## src/rtl/inst_fetch_if.sv

```systemverilog
// Bus bundle for the instruction fetch unit. It carries the memory read port,
// the instruction ready/consume handshake and the branch redirect.
// The master side is the fetch unit. The slave side is the memory plus
// control unit.
interface inst_fetch_if;
   logic        mem_req_o;
   logic [31:0] mem_addr_o;
   logic        mem_ack_i;
   logic [31:0] mem_data_i;
   logic [31:0] inst_o;
   logic        inst_ready_o;
   logic        inst_consume_i;
   logic        redirect_i;
   logic [31:0] redirect_pc_i;

   modport master (
      output mem_req_o, mem_addr_o, inst_o, inst_ready_o,
      input  mem_ack_i, mem_data_i, inst_consume_i, redirect_i, redirect_pc_i
   );

   modport slave (
      input  mem_req_o, mem_addr_o, inst_o, inst_ready_o,
      output mem_ack_i, mem_data_i, inst_consume_i, redirect_i, redirect_pc_i
   );
endinterface

```

## src/rtl/inst_fetch.sv

```systemverilog
// Instruction fetch unit. It keeps the PC and issues one word read at a time.
// A read is only issued when a FIFO slot is free, so a returning word always
// has room. Buffered words are presented on a ready/consume handshake.
// A redirect flushes the FIFO. If a read is still in flight, its eventual ack
// is discarded before fetch restarts at the new PC.
// Every output comes straight from a flop.
module inst_fetch #(
   parameter logic [31:0] RESET_VEC = 32'h0000_0000,
   parameter int          DEPTH     = 4
) (
   input  logic          clk_i,
   input  logic          reset_i,
   inst_fetch_if.master  bus
);

   localparam int PTR_W = $clog2(DEPTH);
   localparam int CNT_W = $clog2(DEPTH + 1);

   typedef enum logic {IDLE, REQ} state_t;

   state_t             state_q, state_d;
   logic [31:0]        pc_q, pc_d;
   logic [31:0]        addr_q, addr_d;
   logic               discard_q, discard_d;
   logic [CNT_W-1:0]   count_q, count_d;
   logic [PTR_W-1:0]   rd_ptr_q, rd_ptr_d;
   logic [PTR_W-1:0]   wr_ptr_q, wr_ptr_d;
   logic [31:0]        fifo_q [DEPTH];
   logic [31:0]        inst_q, inst_d;
   logic               ready_q, ready_d;
   logic               pop, ack, push;

   // Next-state, FIFO bookkeeping and registered-output values
   always_comb begin
      // NOTE: every signal gets a default first so no path leaves one unassigned (no latches).
      pop       = ready_q && bus.inst_consume_i;
      ack       = (state_q == REQ) && bus.mem_ack_i;
      push      = 1'b0;
      state_d   = state_q;
      pc_d      = pc_q;
      addr_d    = addr_q;
      discard_d = discard_q;
      count_d   = count_q;
      rd_ptr_d  = rd_ptr_q;
      wr_ptr_d  = wr_ptr_q;

      if (bus.redirect_i) begin
         // Redirect wins over any same-edge push, pop or ack data
         count_d  = '0;
         rd_ptr_d = '0;
         wr_ptr_d = '0;
         pc_d     = {bus.redirect_pc_i[31:2], 2'b00};
         if (state_q == REQ && !ack) begin
            // Old read must still complete on its own address; drop its data later
            discard_d = 1'b1;
         end else begin
            discard_d = 1'b0;
            state_d   = IDLE;
            addr_d    = pc_d;
         end
      end else begin
         if (ack) begin
            if (discard_q) begin
               discard_d = 1'b0;
            end else begin
               push = 1'b1;
               pc_d = pc_q + 32'd4;
            end
         end
         count_d = count_q + CNT_W'(push) - CNT_W'(pop);
         if (push) wr_ptr_d = wr_ptr_q + PTR_W'(1);
         if (pop)  rd_ptr_d = rd_ptr_q + PTR_W'(1);

         unique case (state_q)
            IDLE: begin
               state_d = (count_d < CNT_W'(DEPTH)) ? REQ : IDLE;
               addr_d  = pc_d;
            end
            REQ: begin
               // Request and address hold until acked, then reissue only if a slot is free
               if (ack) begin
                  state_d = (count_d < CNT_W'(DEPTH)) ? REQ : IDLE;
                  addr_d  = pc_d;
               end
            end
            default: state_d = IDLE;
         endcase
      end

      // Head after this edge is either the word being written now or an older entry
      ready_d = (count_d != '0);
      if (!ready_d)
         inst_d = '0;
      else if (push && (wr_ptr_q == rd_ptr_d))
         inst_d = bus.mem_data_i;
      else
         inst_d = fifo_q[rd_ptr_d];
   end

   // Control state, PC and output registers with synchronous active-low reset
   always_ff @(posedge clk_i) begin
      // NOTE: non-blocking assignments so every flop samples pre-edge values.
      if (!reset_i) begin
         state_q   <= IDLE;
         pc_q      <= {RESET_VEC[31:2], 2'b00};
         addr_q    <= {RESET_VEC[31:2], 2'b00};
         discard_q <= 1'b0;
         count_q   <= '0;
         rd_ptr_q  <= '0;
         wr_ptr_q  <= '0;
         inst_q    <= '0;
         ready_q   <= 1'b0;
      end else begin
         state_q   <= state_d;
         pc_q      <= pc_d;
         addr_q    <= addr_d;
         discard_q <= discard_d;
         count_q   <= count_d;
         rd_ptr_q  <= rd_ptr_d;
         wr_ptr_q  <= wr_ptr_d;
         inst_q    <= inst_d;
         ready_q   <= ready_d;
      end
   end

   // FIFO storage write port
   always_ff @(posedge clk_i) begin
      // NOTE: storage is not reset; the count and pointers decide what is valid.
      if (push) fifo_q[wr_ptr_q] <= bus.mem_data_i;
   end

   assign bus.mem_req_o    = (state_q == REQ);
   assign bus.mem_addr_o   = addr_q;
   assign bus.inst_o       = inst_q;
   assign bus.inst_ready_o = ready_q;

endmodule

```

## src/flat_wrapper.sv

```systemverilog
// flat-port wrapper written by rule: the top's interface ports become plain ports
module inst_fetch_flat 
#(
   parameter logic [31:0] RESET_VEC = 32'h0000_0000,
   parameter int          DEPTH     = 4
)
  (clk_i, reset_i, bus_mem_req_o, bus_mem_addr_o, bus_inst_o, bus_inst_ready_o, bus_mem_ack_i, bus_mem_data_i, bus_inst_consume_i, bus_redirect_i, bus_redirect_pc_i);
  inst_fetch_if bus_i ();
  input  logic clk_i;
  input  logic reset_i;
  output wire logic [$bits(bus_i.mem_req_o)-1:0] bus_mem_req_o;
  output wire logic [$bits(bus_i.mem_addr_o)-1:0] bus_mem_addr_o;
  output wire logic [$bits(bus_i.inst_o)-1:0] bus_inst_o;
  output wire logic [$bits(bus_i.inst_ready_o)-1:0] bus_inst_ready_o;
  input wire logic [$bits(bus_i.mem_ack_i)-1:0] bus_mem_ack_i;
  input wire logic [$bits(bus_i.mem_data_i)-1:0] bus_mem_data_i;
  input wire logic [$bits(bus_i.inst_consume_i)-1:0] bus_inst_consume_i;
  input wire logic [$bits(bus_i.redirect_i)-1:0] bus_redirect_i;
  input wire logic [$bits(bus_i.redirect_pc_i)-1:0] bus_redirect_pc_i;
  assign bus_mem_req_o = bus_i.mem_req_o;
  assign bus_mem_addr_o = bus_i.mem_addr_o;
  assign bus_inst_o = bus_i.inst_o;
  assign bus_inst_ready_o = bus_i.inst_ready_o;
  assign bus_i.mem_ack_i = bus_mem_ack_i;
  assign bus_i.mem_data_i = bus_mem_data_i;
  assign bus_i.inst_consume_i = bus_inst_consume_i;
  assign bus_i.redirect_i = bus_redirect_i;
  assign bus_i.redirect_pc_i = bus_redirect_pc_i;
  inst_fetch #(.RESET_VEC(RESET_VEC), .DEPTH(DEPTH)) u_core (.clk_i(clk_i), .reset_i(reset_i), .bus(bus_i));
endmodule
```

## config.mk

```make
export PLATFORM = sky130hd
export DESIGN_NAME = inst_fetch_flat
export DESIGN_NICKNAME = d
export VERILOG_FILES = /design/src/rtl/inst_fetch_if.sv /design/src/rtl/inst_fetch.sv /design/src/flat_wrapper.sv
export SDC_FILE = /design/constraint.sdc
export NUM_CORES = 1
export LEC_CHECK = 0
export CAP_MARGIN = 20
export CORE_AREA = 8 8 168 170
export DETAILED_ROUTE_END_ITERATION = 16
export DIE_AREA = 0 0 176 178
export DONT_BUFFER_PORTS = 1
export PLACE_DENSITY = 0.55
export SYNTH_ARGS = -nofsm -noshare
export SYNTH_HDL_FRONTEND = slang
export SYNTH_SLANG_ARGS = --single-unit
```

## constraint.sdc

```tcl
create_clock -name clk_i -period 3.2 [get_ports clk_i]
set_input_delay 0.48 -clock clk_i [delete_from_list [all_inputs] [get_ports clk_i]]
set_output_delay 0.48 -clock clk_i [all_outputs]
set_load 0.05 [all_outputs]
```

==> impl_metrics.tcl <==
set metrics [dict create \
    status "completed" \
    register_area_share_after_synthesis_pct 58.6 \
    totalWireLength_um 24800 \
    max_cap_violations 0 \
    core-area_sq_um 25600 \
    dieArea_sq_um 31300 \
    number_of_h_tree_levels 1 \
    worstSkewPairLatency_ns 0.52 \
    dieHeight_um 178 \
    largest_net_degree_at_the_start_of_global_routing 105 \
    cts_made_buffers 26 \
    drt_first_pass_iters 5 \
    tns_ns 0 \
    post_dp_hpwl_um 15500 \
    critPathSlowestCell "fa_1" \
    tritoncts_sinks 230 \
    gr-usage-all-layers_pct 15.4 \
    synthDistinctLibCells 58 \
    ys_async_sr_fraction_pct 0 \
    clock_pin_slew_on_the_worst_setup_and_hold_paths_ns 0.06 \
    cell_area_power_density_nw_per_um2 625 \
    drive_gt1_share_pct 14.3 \
    timing.final.ws_setup_ns 0.397 \
    cp_cell_sequence "and2_1 -> ha_1 -> inv_1 -> ha_1 -> inv_1 -> fa_1 -> xnor2_1 -> xnor2_1 -> a311o_2 -> buf_4 -> o221ai_1 -> mux2i_1" \
    final_hold_viol_count 0 \
    antenna_cells 0 \
    setup.worst_path.class "reg2reg" \
    vias 6694 \
    place_worst_setup_slack_ns 0.259 \
    clock-skew-final_ns 0.00831 \
    cts_tree "done" \
    synthesis.area_sq_um 10000 \
    timing.max_slew.rel_slack_pct 38.3 \
    avgSynthCellArea_sq_um 11.7 \
    placement.io_buffers 0 \
    io-pin-count 135 \
    reg2reg_slack_ns 0.40 \
    path_delay_family "adder cells" \
    post_synth_main_area_contributors "edfxtp_1 38%, dfxtp_1 20%, mux2i_1 6.8%" \
    worstSetupEndpointType "flip-flop" \
    crit_path_max_incr_delay_ns 0.37 \
    drt-wirelength-per-cell_um 20.6 \
    grt_pass1_wl_um 38200 \
    hold_path_class "in2reg" \
    rsz0062_at_grt "no" \
    place.gp.congestion 0.773 \
    drv_slew 0 \
    crit_path_start_kind "flip-flop" \
    vdd_drop_max_mv 0.573 \
    clk_path_buf_depth 3 \
    yosys_register_bits 230 \
    synth_edf_count 128 \
    crit_buf_inv 3 \
    grt_pass1_vias 6725 \
    number_of_core_rows 59 \
    synth_top_flop_cell "edfxtp_1" \
    worst_slew_pin_slew_ns 0.925 \
    post_cts.resized_instances 0 \
    final_core_utilization_pct 44.4 \
    antenna_found_initial 1 \
    cts_hold_buf 0 \
    die_w_um 176 \
    post_synthesis_to_final_layout_area_growth_pct 13.2 \
    worstPathMaxFanout 33 \
    initial_utilization_pct 39.2 \
    leakage_power_nw 3.69 \
    gr-total-overflow 0 \
    cts_setup_buffers 0 \
    cts_root_buf "clkbuf_16" \
    timing.fmax_ghz 0.357 \
    period_minus_slack_ns 2.80 \
    synthesis.yosys.warnings 0 \
    nets 924 \
    route.antenna.remaining_nets 0 \
    top_cell_type_by_total_area_after_synthesis "edfxtp_1" \
    drc_errors 0 \
    multiInputGateArea_sq_um 3860 \
    seq_area_sq_um 5890 \
    worst_ep_required_time_ns 3.65 \
    crit_arrival_ns 3.25 \
    initialDrtViolationCount 345 \
    drt-vias-per-instance 5.57 \
    fillerInstances 2324 \
    min_period_over_period_pct 87.6 \
    final-setup-viol-count 0 \
    power_w 0.00710 \
    post-synth-top-area-fraction_pct 38.3 \
    postSynthCellCount 858 \
]
[layout by cell type, fill, tap and decap left out, types with 19 or more instances in the layout]
cell type,count
o221ai_1,32
nand2b_1,19
nor2_1,45
mux2i_1,68
nand2_1,69
edfxtp_1,128
mux2_2,32
buf_4,26
o22ai_1,32
a22oi_1,32
clkbuf_16,28
dfxtp_1,100
nand3_1,33
[sequential cells by signal, summed over array words and instances, names as in the netlist, 2 cells and up]
name / flops
u_core.count_q: 3
u_core.wr_ptr_q: 2
u_core.rd_ptr_q: 2
u_core.pc_q: 30
u_core.fifo_q: 128
u_core.bus.mem_addr_o: 30
u_core.bus.inst_o: 32
[worst register-to-register path, delay by kind of cell (launching register included)]
| kind | cells | cell delay [ns] |
|---|---|---|
| adders and majority gates | 3 | 0.76 |
| AOI/OAI and AO/OA | 2 | 0.48 |
| buffers and inverters | 3 | 0.43 |
| xor gates and xnor gates | 2 | 0.39 |
| DFF | 1 | 0.33 |
| and+or+nand+nor | 1 | 0.17 |
| muxes | 1 | 0.17 |
[logic make-up after synthesis]
family                   Yosys count  synth area share (%)
AO/OA/AOI/OAI                    180                  13.2
AND/OR/NAND/NOR                  240                  11.9
buffers and inverters             80                  3.14
adder cells (fa/ha/maj)            8                  1.07
other                              1                0.0374
XOR/XNOR                          19                  1.66
flip-flops                       230                  58.6
multiplexers                     100                  10.4
[where the power goes]
group          internal, W  total (W)  switching, W
clock              0.00197    0.00315       0.00118
sequential         0.00323    0.00354      0.000306
combinational     0.000173   0.000420      0.000247
total              0.00537    0.00710       0.00173
[cell type report]
type	instances	area share, %
well taps	335	3.69
multi-input cells	549	34.0
inverters	13	0.429
repair buffers	27	1.89
clock buffers	33	6.54
flip-flops and latches	230	51.8
clock inverters	15	1.62
[cell usage after synthesis, types with 4 or more instances]
library cell / count
o22ai_1: 32
o311a_1: 6
o211a_1: 6
o221ai_1: 32
mux2_2: 32
or3_1: 5
nor2_1: 46
edfxtp_1: 128
o21a_1: 4
a21oi_1: 12
xor2_1: 8
buf_1: 6
xnor2_1: 11
nor4_1: 11
a22oi_1: 32
nor2b_1: 6
o31ai_1: 4
nand2_1: 69
and2_1: 8
nand3_1: 33
buf_2: 6
ha_1: 7
nand4_1: 8
dfxtp_1: 102
nand2b_1: 19
clkbuf_1: 53
mux2i_1: 68
or4_1: 4
o22a_1: 5
a31oi_1: 4
inv_1: 12
a211oi_1: 6
nor3_1: 17
o21ai_0: 18
[worst paths after layout]
kind,startpoint,cells past startpoint,end
setup / recovery,u_core.bus.inst_ready_o,12,u_core.bus.inst_o[7]
hold reg to reg,u_core.wr_ptr_q[1],2,u_core.wr_ptr_q[1]
setup reg to reg,u_core.bus.inst_ready_o,12,u_core.bus.inst_o[7]
hold / removal,bus_mem_data_i[31],0,u_core.fifo_q[0][31]
[per-layer routing]
layer | global-route usage, % | part of all wire [%]
met3 | 4.00 | 6.6
met2 | 26.2 | 48
met5 | 0 | 0.040
met1 | 19.2 | 44
met4 | 3.74 | 1.4
[through the flow]
stage               instances  hold WS [ns]  cell area, sq um
floorplan                 859         0.491             10100
global placement         1154         0.522             10400
detailed placement       1154         0.526             10400
CTS                      1202        0.0236             11400
global route             1202        0.0226             11400
finish                   1202        0.0510             11400
No activity file was read; power rests on OpenSTA's default activity.
